`src/rtl/usb_tx_pkg.sv`:
```
// Shared definitions for the full-speed USB transmit encoder.
//   tx_state_t  : transmit FSM states
//   SYNC_BYTE   : SYNC pattern, sent LSB-first
//   STUFF_LIMIT : consecutive ones that force a stuff bit
//   LINE_*      : {d_plus, d_minus} line states
//   nrzi_next   : next line state for a bit under NRZI
package usb_tx_pkg;

  typedef enum logic [2:0] {
    IDLE,
    SYNC,
    DATA,
    STUFF,
    EOP_SE0,
    EOP_J
  } tx_state_t;

  localparam logic [7:0] SYNC_BYTE   = 8'h80;
  localparam logic [2:0] STUFF_LIMIT = 3'd6;

  localparam logic [1:0] LINE_J   = 2'b10;
  localparam logic [1:0] LINE_K   = 2'b01;
  localparam logic [1:0] LINE_SE0 = 2'b00;

  // A 0 bit toggles J<->K, a 1 bit holds the line.
  function automatic logic [1:0] nrzi_next(input logic [1:0] line, input logic bit_val);
    return bit_val ? line : ~line;
  endfunction

endpackage

```
`src/rtl/tx_bit_timer.sv`:
```
// Bit-time counter for the USB transmit encoder.
//   clk, n_rst : clock, asynchronous active-low reset
//   clear      : hold the count at 0 (idle)
//   wrap       : high for one clk in the last cycle of each bit time
module tx_bit_timer #(
  parameter int CLKS_PER_BIT = 8
) (
  input  logic clk,
  input  logic n_rst,
  input  logic clear,
  output logic wrap
);

  localparam int            CW   = (CLKS_PER_BIT > 1) ? $clog2(CLKS_PER_BIT) : 1;
  localparam logic [CW-1:0] LAST = CW'(CLKS_PER_BIT - 1);

  logic [CW-1:0] cnt_q, cnt_d;

  always_comb begin
    cnt_d = cnt_q + 1'b1;
    if (clear || (cnt_q == LAST)) cnt_d = '0;
  end

  always_ff @(posedge clk or negedge n_rst) begin
    if (!n_rst) cnt_q <= '0;
    else        cnt_q <= cnt_d;
  end

  assign wrap = !clear && (cnt_q == LAST);

endmodule

```
`src/rtl/usb_tx_encoder.sv`:
```
// Full-speed USB bit-level transmitter: SYNC, LSB-first data with bit stuffing,
// NRZI line coding and EOP, driving D+/D- straight from registers.
//   clk, n_rst         : clock, asynchronous active-low reset
//   tx_start           : begin a packet (only honoured when idle)
//   tx_data/valid/last : byte stream in; accepted when tx_valid && tx_ready
//   tx_ready           : one-byte buffer can take a byte
//   d_plus, d_minus    : USB line pair
//   tx_busy            : packet in progress, SYNC through EOP
//   tx_done            : one-clk pulse after the EOP J bit
//   tx_error           : one-clk pulse when a byte boundary finds no byte
module usb_tx_encoder
  import usb_tx_pkg::*;
#(
  parameter int CLKS_PER_BIT = 8
) (
  input  logic       clk,
  input  logic       n_rst,
  input  logic       tx_start,
  input  logic [7:0] tx_data,
  input  logic       tx_valid,
  input  logic       tx_last,
  output logic       tx_ready,
  output logic       d_plus,
  output logic       d_minus,
  output logic       tx_busy,
  output logic       tx_done,
  output logic       tx_error
);

  tx_state_t   state_q, state_d;
  logic [1:0]  line_q, line_d;
  logic [7:0]  sh_q, sh_d;          // sh_q[0] is the bit currently on the line
  logic [2:0]  bit_cnt_q, bit_cnt_d;
  logic [2:0]  ones_q, ones_d;      // consecutive ones among completed bits
  logic        last_q, last_d;      // byte in the shift reg ends the packet
  logic [7:0]  buf_q, buf_d;
  logic        buf_last_q, buf_last_d;
  logic        buf_full_q, buf_full_d;
  logic        last_acc_q, last_acc_d;
  logic        stuff_bnd_q, stuff_bnd_d; // stuff bit sits on a byte boundary
  logic        ready_q, ready_d;
  logic        busy_q, busy_d;
  logic        done_q, done_d;
  logic        err_q, err_d;

  logic        bit_wrap;
  logic        accept;
  logic        boundary;
  logic [2:0]  ones_next;

  tx_bit_timer #(.CLKS_PER_BIT(CLKS_PER_BIT)) u_timer (
    .clk   (clk),
    .n_rst (n_rst),
    .clear (state_q == IDLE),
    .wrap  (bit_wrap)
  );

  assign accept    = tx_valid && ready_q;
  assign ones_next = sh_q[0] ? (ones_q + 3'd1) : 3'd0;

  always_comb begin
    state_d     = state_q;
    line_d      = line_q;
    sh_d        = sh_q;
    bit_cnt_d   = bit_cnt_q;
    ones_d      = ones_q;
    last_d      = last_q;
    buf_d       = buf_q;
    buf_last_d  = buf_last_q;
    buf_full_d  = buf_full_q;
    last_acc_d  = last_acc_q;
    stuff_bnd_d = stuff_bnd_q;
    done_d      = 1'b0;
    err_d       = 1'b0;
    boundary    = 1'b0;

    // Accept never coincides with a buffer load: one needs empty, the other full.
    if (accept) begin
      buf_d      = tx_data;
      buf_last_d = tx_last;
      buf_full_d = 1'b1;
      last_acc_d = tx_last;
    end

    case (state_q)
      IDLE: begin
        if (tx_start) begin
          state_d     = SYNC;
          sh_d        = SYNC_BYTE;
          bit_cnt_d   = 3'd0;
          ones_d      = 3'd0;
          last_d      = 1'b0;
          buf_full_d  = 1'b0;
          last_acc_d  = 1'b0;
          stuff_bnd_d = 1'b0;
          line_d      = nrzi_next(line_q, SYNC_BYTE[0]);
        end
      end
      SYNC, DATA: begin
        if (bit_wrap) begin
          if (ones_next == STUFF_LIMIT) begin
            // Advance past the finished bit now; STUFF resumes from sh_q[0].
            state_d     = STUFF;
            line_d      = ~line_q;
            ones_d      = 3'd0;
            stuff_bnd_d = (bit_cnt_q == 3'd7);
            sh_d        = sh_q >> 1;
            bit_cnt_d   = bit_cnt_q + 3'd1;
          end else if (bit_cnt_q == 3'd7) begin
            ones_d   = ones_next;
            boundary = 1'b1;
          end else begin
            ones_d    = ones_next;
            sh_d      = sh_q >> 1;
            bit_cnt_d = bit_cnt_q + 3'd1;
            line_d    = nrzi_next(line_q, sh_q[1]);
          end
        end
      end
      STUFF: begin
        if (bit_wrap) begin
          if (stuff_bnd_q) begin
            boundary = 1'b1;
          end else begin
            state_d = DATA;
            line_d  = nrzi_next(line_q, sh_q[0]);
          end
        end
      end
      EOP_SE0: begin
        if (bit_wrap) begin
          if (bit_cnt_q == 3'd0) begin
            bit_cnt_d = 3'd1;
          end else begin
            state_d = EOP_J;
            line_d  = LINE_J;
          end
        end
      end
      EOP_J: begin
        if (bit_wrap) begin
          state_d = IDLE;
          done_d  = 1'b1;
        end
      end
      default: begin
        state_d = IDLE;
        line_d  = LINE_J;
      end
    endcase

    if (boundary) begin
      if (last_q) begin
        state_d   = EOP_SE0;
        line_d    = LINE_SE0;
        bit_cnt_d = 3'd0;
      end else if (buf_full_q) begin
        state_d    = DATA;
        sh_d       = buf_q;
        last_d     = buf_last_q;
        buf_full_d = 1'b0;
        bit_cnt_d  = 3'd0;
        line_d     = nrzi_next(line_q, buf_q[0]);
      end else begin
        err_d     = 1'b1;
        state_d   = EOP_SE0;
        line_d    = LINE_SE0;
        bit_cnt_d = 3'd0;
      end
    end

    ready_d = ((state_d == SYNC) || (state_d == DATA) || (state_d == STUFF))
              && !buf_full_d && !last_acc_d;
    busy_d  = (state_d != IDLE);
  end

  always_ff @(posedge clk or negedge n_rst) begin
    if (!n_rst) begin
      state_q     <= IDLE;
      line_q      <= LINE_J;
      bit_cnt_q   <= 3'd0;
      ones_q      <= 3'd0;
      last_q      <= 1'b0;
      buf_last_q  <= 1'b0;
      buf_full_q  <= 1'b0;
      last_acc_q  <= 1'b0;
      stuff_bnd_q <= 1'b0;
      ready_q     <= 1'b0;
      busy_q      <= 1'b0;
      done_q      <= 1'b0;
      err_q       <= 1'b0;
    end else begin
      state_q     <= state_d;
      line_q      <= line_d;
      bit_cnt_q   <= bit_cnt_d;
      ones_q      <= ones_d;
      last_q      <= last_d;
      buf_last_q  <= buf_last_d;
      buf_full_q  <= buf_full_d;
      last_acc_q  <= last_acc_d;
      stuff_bnd_q <= stuff_bnd_d;
      ready_q     <= ready_d;
      busy_q      <= busy_d;
      done_q      <= done_d;
      err_q       <= err_d;
    end
  end

  // Pure data registers: only read when the control state says they are valid.
  always_ff @(posedge clk) begin
    sh_q  <= sh_d;
    buf_q <= buf_d;
  end

  assign d_plus   = line_q[1];
  assign d_minus  = line_q[0];
  assign tx_ready = ready_q;
  assign tx_busy  = busy_q;
  assign tx_done  = done_q;
  assign tx_error = err_q;

endmodule

```
`config.mk`:
```
export PLATFORM = sky130hd
export DESIGN_NAME = usb_tx_encoder
export DESIGN_NICKNAME = d
export VERILOG_FILES = /design/src/rtl/usb_tx_pkg.sv /design/src/rtl/tx_bit_timer.sv /design/src/rtl/usb_tx_encoder.sv
export SDC_FILE = /design/constraint.sdc
export NUM_CORES = 1
export LEC_CHECK = 0
export ABC_AREA = 1
export CORE_MARGIN = 2
export CORE_UTILIZATION = 35
export DETAILED_ROUTE_END_ITERATION = 16
export SYNTH_ARGS = -nofsm -noshare
export SYNTH_HDL_FRONTEND = slang
export SYNTH_SLANG_ARGS = --single-unit
```
`constraint.sdc`:
```
create_clock -name clk -period 2.9 [get_ports clk]
set_input_delay 0.58 -clock clk [delete_from_list [all_inputs] [get_ports clk]]
set_output_delay 0.58 -clock clk [all_outputs]
set_load 0.005 [all_outputs]
```
After elaboration in Yosys (flattened, before gate mapping)
Index checks and enable logic that the tools add are counted.
{"block": "word_totals", "register_bits": 39, "in_bits": 13, "output_inout_bits": 6, "wordCells": 143}
{"block": "classes", "add_sub_neg": 3, "n_eq_ne": 26, "mux": 77, "bitwise": 1, "n_reduce_logical": 20}
{"op": "$mux 3", "count": 22}
{"op": "$mux 8", "count": 7}
{"op": "$mux 2", "count": 14}
{"op": "$mux 1", "count": 27}
{"op": "$ne 3x3->1 const B", "count": 8}
{"op": "$pmux 8 s2", "count": 1}
{"op": "$eq 3x3->1 const B", "count": 5}
{"op": "$pmux 3 s5", "count": 1}
{"op": "$eq 3x2->1 const B", "count": 4}
{"op": "$ne 4x4->1 const B", "count": 3}
{"op": "$reduce_and 11->1", "count": 1}
{"op": "$pmux 2 s5", "count": 1}
{"op": "$add 3x1->3 const B", "count": 3}
{"op": "$pmux 3 s3", "count": 1}
{"op": "$ne 2x2->1 const B", "count": 4}
{"op": "$eq 3x1->1 const B", "count": 2}
{"op": "$logic_not 3->1", "count": 2}
{"op": "$pmux 3 s2", "count": 1}
{"op": "$reduce_and 6->1", "count": 1}
{"op": "$logic_and 1x1->1", "count": 4}
{"op": "$pmux 1 s2", "count": 2}
{"op": "$reduce_and 4->1", "count": 1}
{"op": "$reduce_bool 4->1", "count": 1}
{"op": "$logic_not 1->1", "count": 3}
{"op": "other kinds (6)", "count": 8}

Depth between registers and ports, before layout
Gate-level depths: netlist of run 1.
{"block": "depth", "word_depth": 12, "depth_mapped": 14, "mapped_depth_nobuf": 13}

Hierarchy
Synthesis of run 1 repeated with hierarchy kept, for this count alone.
{"block": "unflattened", "hier_cells": 239, "area_unflattened_um2": 1949.4}
{"mod": "usb_tx_encoder", "instances": 1, "cells_each": 225, "area_each_um2": 1813.0, "seq_area_each_um2": 902.1}
{"mod": "tx_bit_timer", "instances": 1, "cells_each": 14, "area_each_um2": 136.4, "seq_area_each_um2": 75.1}

Worst setup path after synthesis of run 1
No wires, ideal clock.
{"block": "synth_timing", "path_type": "register -> register", "start": "register ones_q[0]", "end": "register line_q[0]", "setup_ns": 0.117, "arrival_ns": 1.600, "t_required_ns": 2.783, "path_slack_ns": 1.183, "stages_incl_launch_ff": 13, "n_path_buf": 1, "period_less_slack_ns": 1.717, "cell_sequence": "dfrtp_1 -> ha_1 -> nand3_1 -> inv_1 -> nand2_1 -> nand2_2 -> nand2_2 -> nand2_2 -> buf_6 -> nand2_1 -> nand3_1 -> nand2_1 -> nand2_1"}
{"block": "synth_via", "elab_chain_len": 8, "word_cells_on_any_way": 22, "classes_between": "add/sub (1); eq/ne (12); mux (8); reduce/logical (1)"}
{"element": "start: declaration", "line_no": "usb_tx_encoder.sv:34", "text": "logic [2:0] ones_q, ones_d;"}
{"element": "start signal: assignment", "line_no": "usb_tx_encoder.sv:196", "text": "ones_q <= ones_d;"}
{"element": "$add 3x1->3 *", "line_no": "usb_tx_encoder.sv:59", "text": "assign ones_next = sh_q[0] ? (ones_q + 3'd1) : 3'd0;"}
{"element": "$mux 3 *", "line_no": "usb_tx_encoder.sv:59"}
{"element": "$eq 3x3->1 *", "line_no": "usb_tx_encoder.sv:101", "text": "if (ones_next == STUFF_LIMIT) begin"}
{"element": "$mux 1", "line_no": "usb_tx_encoder.sv:101"}
{"element": "$mux 1", "line_no": "usb_tx_encoder.sv:100", "text": "if (bit_wrap) begin"}
{"element": "$pmux 1 s2", "line_no": "usb_tx_encoder.sv:85", "text": "case (state_q)"}
{"element": "$ne 4x4->1 (no line) (tied with other cells)"}
{"element": "$reduce_and 11->1 (no line)"}
{"element": "end signal: assignment", "line_no": "usb_tx_encoder.sv:194", "text": "line_q <= line_d;"}
{"element": "end: declaration", "line_no": "usb_tx_encoder.sv:31", "text": "logic [1:0] line_q, line_d;"}
Mark *: on every way between the ends. The rest lies on a longest branch, timed or not. The select of a mux whose other input is x is not followed.
A chain may end at the register's enable or synchronous reset.

Final worst setup path of run 1
{"block": "layout_timing", "start": "register state_q[2]", "end": "register line_q[0]"}
{"block": "layout_via", "elab_chain_len": 7, "word_cells_on_any_way": 26, "classes_between": "eq/ne (16); mux (5); reduce/logical (5)"}
{"element": "start: declaration", "line_no": "usb_tx_encoder.sv:30", "text": "tx_state_t state_q, state_d;"}
{"element": "start signal: assignment", "line_no": "usb_tx_encoder.sv:193", "text": "state_q <= state_d;"}
{"element": "$logic_not 3->1", "line_no": "usb_tx_encoder.sv:54, usb_tx_encoder.sv:85"}
{"element": "$logic_not 1->1", "line_no": "tx_bit_timer.sv:29", "text": "assign wrap = !clear && (cnt_q == LAST);"}
{"element": "$logic_and 1x1->1", "line_no": "tx_bit_timer.sv:29"}
{"element": "$mux 1, on equally long branches", "line_no": "usb_tx_encoder.sv:121, usb_tx_encoder.sv:100"}
{"element": "$pmux 1 s2", "line_no": "usb_tx_encoder.sv:85"}
{"element": "$ne 4x4->1 (no line) (tied with other cells)"}
{"element": "$reduce_and 11->1 (no line)"}
Parallel ways exist; a longest one is shown, timed or not.

==> flow_metrics.py, run 1 <==
metrics = {
    "worst_setup_path": {
        "cp.arrival_ns": 2.15,
        "worstSetupPathType": "reg -> reg",
        "timing.critical_path.to_type": "register",
        "cpMostUsedCell": "nand2_1",
        "worst_path_max_delay_cell": "dfrtp_1",
        "timing.critical_path.buf_inv": 2,
        "timing.critical_path.cells": "inv_4 > nand3_1 > nand2_1 > nand2_1 > nand4_1 > inv_1 > nand3_1 > nand2_1 > nand2_1",
        "worstPathRequired_ns": 3.08,
        "critPathMaxFanout": 17,
        "worst_setup_path_start_kind": "register",
        "crit_family": "simple AND/OR/NAND/NOR gates",
        "crit_path_max_incr_delay_ns": 0.61,
    },
    "cts": {
        "clock_insertion_delay_worst_skew_ns": 0.29,
        "htreeDepth": 2,
        "clkSlewWorstSetupHoldPaths_ns": 0.08,
        "post_cts_resized": 0,
        "max-clock-path-buffers": 2,
        "setup_buffers_after_cts": 0,
        "cts_hold_buf": 0,
        "cts_buffers": 5,
        "clock-root-buffer": "clkbuf_8",
        "cts.sinks": 39,
        "tritoncts": "done",
    },
    "sta": {
        "rsz0062_at_grt": "no",
        "finalCritPeriodShare": 0.6821,
        "hold_violations_final": 0,
        "worst-slew-pin-transition_ns": 0.6068,
        "timing.hold.ws_ns": 0.4463,
        "fin_worst_skew_ns": 0.006638,
        "slew-limit-headroom": 0.5912,
        "setup-violations-final": 0,
        "fmax_ghz": 0.5055,
        "timing.final.crit_period_ns": 1.978,
        "number_of_slew_limit_violations_in_the_final_report": 0,
        "tns_ns": 0,
    },
    "grt": {
        "number_of_global_route_vias_before_repair": 1570,
        "first_pass_grt_wire_length_um": 7113,
        "largest_net_degree_at_the_start_of_global_routing": 24,
        "track_usage": 0.1420,
        "antenna_violations_before_repair": 0,
        "grt.overflow.total": 0,
    },
    "drt": {
        "detailroute.via_count": 1719,
        "drt_pre_antenna_iters": 5,
        "routed_wire_length_per_instance_um": 11.29,
        "detail_route.drc_violations": 0,
        "ant_nets": 0,
        "detailedRoute.firstIterationViolations": 74,
        "detail_route.vias_per_cell": 4.697,
        "drt-total-wl_um": 4133,
    },
    "die": {
        "floorplan.die.width_um": 80.99,
        "io_pins": 19,
        "initial_core_util": 0.3567,
        "placeableCoreArea_um2": 5816,
        "fp-row-count": 28,
        "die-height_um": 80.99,
        "die_area_um2": 6559,
    },
    "synthesis": {
        "synthesis.area_um2": 2074,
        "synth.yosys.seq_area_share": 0.4710,
        "netlist-cell-type-count": 28,
        "postSynthCellCount": 268,
        "synth_warnings": 0,
        "avgSynthCellArea_um2": 7.741,
        "count_of_state_elements_after_synthesis": 39,
        "synth_top_flop_cell": "dfrtp_1",
        "synth_fp_nets": 287,
        "synth_edf_count": 8,
        "share_of_synthesized_flip_flops_with_an_asynchronous_set_or_reset": 0.5897,
    },
    "outcome": {
        "run_status": "complete, no violations",
    },
    "finish": {
        "ant_diodes": 0,
        "drive_above_1_share": 0.07904,
        "layout_common_cells": "87 x nand2_1, 37 x inv_1, 23 x nor2_1",
        "area.growth.synth_to_final_pct": 17.07,
        "num-nets-final": 309,
        "commonest_non_fill_non_tap_cell_in_the_layout": "nand2_1",
    },
    "placed_design": {
        "dp.final_hpwl_um": 3054,
        "place_congestion": 0.8970,
        "numPortBuffers": 18,
    },
    "power_and_ir_drop": {
        "post-layout-total-power_mw": 1.729,
        "power.density_cell_area_nw_per_um2": 712.0,
        "static-leakage-power_nw": 1.217,
        "power.ir.vdd_worst_uv": 427.8,
    },
    "flow_run": {
        "max-cap-violations": 0,
    },
    "worst_hold_path": {
        "timing.hold.worst.class": "reg -> reg",
    },
}
[layer usage]
layer / global-route usage / wire, um / vias up
met4: 0.06441 / 140 / 0
met1: 0.1863 / 1978 / 762
met2: 0.2190 / 1845 / 41
met3: 0.03778 / 168 / 14
li1: - / - / 902
met5: 0 / 0 / -
[logic make-up after synthesis]
family	Yosys count	synth area share
simple gates	161	0.3540
buf+inv	43	0.08866
flops	39	0.4711
compound gates	19	0.05006
fa+ha+maj	6	0.03619
[cell type report]
cell class              instances  area, um^2
clock inverters                 3       38.79
inverters                      39       148.9
fillers                       609        3387
clock buffers                   5       68.82
repair buffers                 19       187.7
multi-input cells             186       913.4
well taps                      75       93.84
flip-flops and latches         39       977.2
[path summary, 6_finish.rpt]
kind	end	start	cells after the start	slack [ns]
max	line_q[0]$_DFFE_PN0P_	state_q[2]$_DFF_PN0_	9	0.92
min in group asynchronous	tx_error$_DFF_PN0_	n_rst	2	0.64
max reg2reg	line_q[0]$_DFFE_PN0P_	state_q[2]$_DFF_PN0_	9	0.92
min reg2reg	u_timer.cnt_q[0]$_DFF_PN0_	u_timer.cnt_q[0]$_DFF_PN0_	1	0.45
max in group asynchronous	line_q[1]$_DFFE_PN1P_	n_rst	2	1.97
min	u_timer.cnt_q[0]$_DFF_PN0_	u_timer.cnt_q[0]$_DFF_PN0_	1	0.45
[report_power, final]
group | internal (mW) | total [mW] | switching (mW) | leakage [nW]
sequential | 0.669 | 0.738 | 0.0690 | 0.441
combinational | 0.206 | 0.552 | 0.347 | 0.721
clock | 0.252 | 0.439 | 0.187 | 0.0556
[state kept, by name, summed over array words and instances (netlist names), 2 cells and up]
name           cells
buf_q              8
sh_q               8
bit_cnt_q          3
ones_q             3
state_q            3
u_timer.cnt_q      3
line_q             2
[stage by stage]
step                cells  cell area [um^2]    util  setup slack [ns]
floorplan             268              2074       -             1.183
global placement      358              2321  0.3991            0.8858
detailed placement    358              2321  0.3991            0.8698
CTS                   366              2429  0.4176            0.9448
global route          366              2429  0.4176            0.7395
finish                366              2429  0.4176            0.9219
[synthesized netlist by cell type (5+ instances only)]
master	count	share of area
o21ai_0	7	0.017
nand2_2	5	0.015
dfxtp_1	8	0.077
ha_1	6	0.036
o21ai_1	5	0.012
nand3_1	21	0.051
inv_1	37	0.067
nor2_1	23	0.042
nand4_1	11	0.033
dfrtp_1	22	0.27
nand2_1	87	0.16
edfxtp_1	8	0.12
No activity file was read; power rests on OpenSTA's default activity.
==> run 2: changes to the inputs <==
clock period = 2.05 ns   (was 2.9 ns; I/O delays follow)
==> run 2 against run 1 <==
- cell area increased by 2.3%
- non-clock buffer count is 5 higher
- sequential cell count unchanged
- largest cell class unchanged
- combinational power is 47% higher
- clock skew is 0.0039 ns lower
- first-iteration DRC count rose by 77%
- sequential share of layout area decreased by 0.91 points
- clock-buffer cell count unchanged
- clock power is 18% higher
- via count rose by 1.5%
==> flow_metrics.py, run 2 (same netlist as run 1, synthesis figures left out) <==
metrics = {
    "placed_design": {
        "placed_area_um2": 2351,
        "dp.final_hpwl_um": 3157,
        "numPortBuffers": 18,
        "place_congestion": 0.8615,
        "dp_cells": 362,
    },
    "drt": {
        "drt_pre_antenna_iters": 4,
        "detail_route.drc_violations": 0,
        "detailedRoute.firstIterationViolations": 131,
        "drt-total-wl_um": 4320,
        "detail_route.vias_per_cell": 4.688,
        "routed_wire_length_per_instance_um": 11.61,
        "ant_nets": 0,
        "detailroute.via_count": 1744,
    },
    "finish": {
        "finalCoreUtilization": 0.4273,
        "num-nets-final": 315,
        "reg.largest.list": "buf_q (8), sh_q (8)",
        "layout_common_cells": "85 x nand2_1, 37 x inv_1, 23 x nor2_1",
        "postLayoutCellArea_um2": 2485,
        "final_standard_cell_count_with_taps_included_and_fillers_excluded": 372,
        "multiInputGateArea_um2": 950.9,
        "final.fill_count": 620,
        "ant_diodes": 0,
        "area.growth.synth_to_final_pct": 19.78,
        "drive_above_1_share": 0.1077,
        "commonest_non_fill_non_tap_cell_in_the_layout": "nand2_1",
        "register_area_um2": 977.2,
    },
    "sta": {
        "rsz0062_at_grt": "no",
        "worst-slew-pin-transition_ns": 0.4696,
        "finalCritPeriodShare": 0.8923,
        "number_of_slew_limit_violations_in_the_final_report": 0,
        "hold_violations_final": 0,
        "setup-violations-final": 0,
        "slew-limit-headroom": 0.6836,
        "timing.hold.ws_ns": 0.4082,
        "fmax_ghz": 0.5467,
        "timing.final.crit_period_ns": 1.829,
        "tns_ns": 0,
        "fin_worst_skew_ns": 0.002693,
    },
    "cts": {
        "htreeDepth": 2,
        "max-clock-path-buffers": 2,
        "cts_hold_buf": 0,
        "cts.sinks": 39,
        "clock-root-buffer": "clkbuf_8",
        "clock_insertion_delay_worst_skew_ns": 0.29,
        "tritoncts": "done",
        "cts_buffers": 5,
        "clkSlewWorstSetupHoldPaths_ns": 0.08,
    },
    "grt": {
        "grt_use_met1": 0.1846,
        "global_route.usage.met3": 0.03667,
        "first_pass_grt_wire_length_um": 7348,
        "number_of_global_route_vias_before_repair": 1610,
        "gr-usage-met2": 0.2479,
        "antenna_violations_before_repair": 0,
        "largest_net_degree_at_the_start_of_global_routing": 17,
        "grt.overflow.total": 0,
        "track_usage": 0.1475,
        "grt-busiest-layer": "met2",
    },
    "worst_setup_path": {
        "crit_path_max_incr_delay_ns": 0.41,
        "worstSetupPathType": "reg -> reg",
        "cp.arrival_ns": 2.02,
        "worstPathRequired_ns": 2.24,
        "timing.critical_path.to_type": "register",
        "timing.critical_path.cells": "ha_1 > nand2_1 > inv_1 > nor2_1 > nand2_2 > nand2_4 > nand2_4 > nand2_4 > nand2_1 > nand2_1 > nand2_1 > inv_1 > nor2_1",
        "worst_path_max_delay_cell": "dfrtp_1",
        "cpMostUsedCell": "nand2_1",
        "worst_setup_path_start_kind": "register",
        "critPathMaxFanout": 11,
    },
    "die": {
        "placeableCoreArea_um2": 5816,
        "fp-row-count": 28,
        "io_pins": 19,
        "floorplan.die.width_um": 80.99,
        "initial_core_util": 0.3567,
        "die-height_um": 80.99,
        "die_area_um2": 6559,
    },
    "power_and_ir_drop": {
        "power.density_cell_area_nw_per_um2": 956.9,
        "static-leakage-power_nw": 1.245,
        "power.ir.vdd_worst_uv": 524.7,
    },
    "worst_hold_path": {
        "timing.hold.worst.class": "in -> async",
    },
    "flow_run": {
        "max-cap-violations": 0,
    },
    "outcome": {
        "run_status": "complete, no violations",
    },
}
## run 2: cell types whose count changed in the layout (fill, tap and decap cells not counted), sizes merged
cell      previous run  this run
buf                  1         6
clkinvlp             0         2
bufinv               1         0
clkinv               2         1
nand3               22        23
## run 2: path summary, 6_finish.rpt
kind	from	end	slack [ns]	depth (start not counted)
min reg2reg	u_timer.cnt_q[0]$_DFF_PN0_	u_timer.cnt_q[0]$_DFF_PN0_	0.43	1
min in group clk	u_timer.cnt_q[0]$_DFF_PN0_	u_timer.cnt_q[0]$_DFF_PN0_	0.43	1
max	ones_q[0]$_DFFE_PN0P_	tx_ready$_DFF_PN0_	0.22	13
max in group asynchronous	n_rst	ones_q[0]$_DFFE_PN0P_	1.08	2
max reg2reg	ones_q[0]$_DFFE_PN0P_	tx_ready$_DFF_PN0_	0.22	13
min	n_rst	buf_full_q$_DFF_PN0_	0.41	1
## run 2: layout make-up
type	instances	share of cell area
sequential	39	0.3933
multi-input combinational	187	0.3827
timing repair buffer	24	0.09063
inverter	39	0.05992
tap	75	0.03776
clock buffer	5	0.02769
clock inverter	3	0.008056
## run 2: report_power, final
group	switching (mW)	internal, mW
logic	0.496	0.318
registers	0.0983	0.946
clock network	0.283	0.237
## run 2: metal layers
layer	vias to the layer above	routed length (um)
met4	0	65
met5	-	0
met1	791	1963
li1	910	-
met3	4	201
met2	39	2089
## run 2: repair_timing
item                       4_1_cts  5_1_grt
gates resized for setup          0        6
buffers inserted                 0        1
setup endpoints to repair        0       14
## run 2: through the flow
stage | worst slack (ns) | total power [mW]
detailed placement | 0.05201 | 1.860
global route | 0.02338 | 2.580
floorplan | 0.3329 | 1.583
finish | 0.2208 | 2.378
CTS | 0.02564 | 2.394
global placement | 0.1553 | 1.854
## run 2: critical path: cells and delay by family, from the launching register on
kind          cells  cell delay (ns)
simple gates     10             1.01
fa+ha+maj         1             0.23
buf+inv           2             0.09
flops             1             0.41
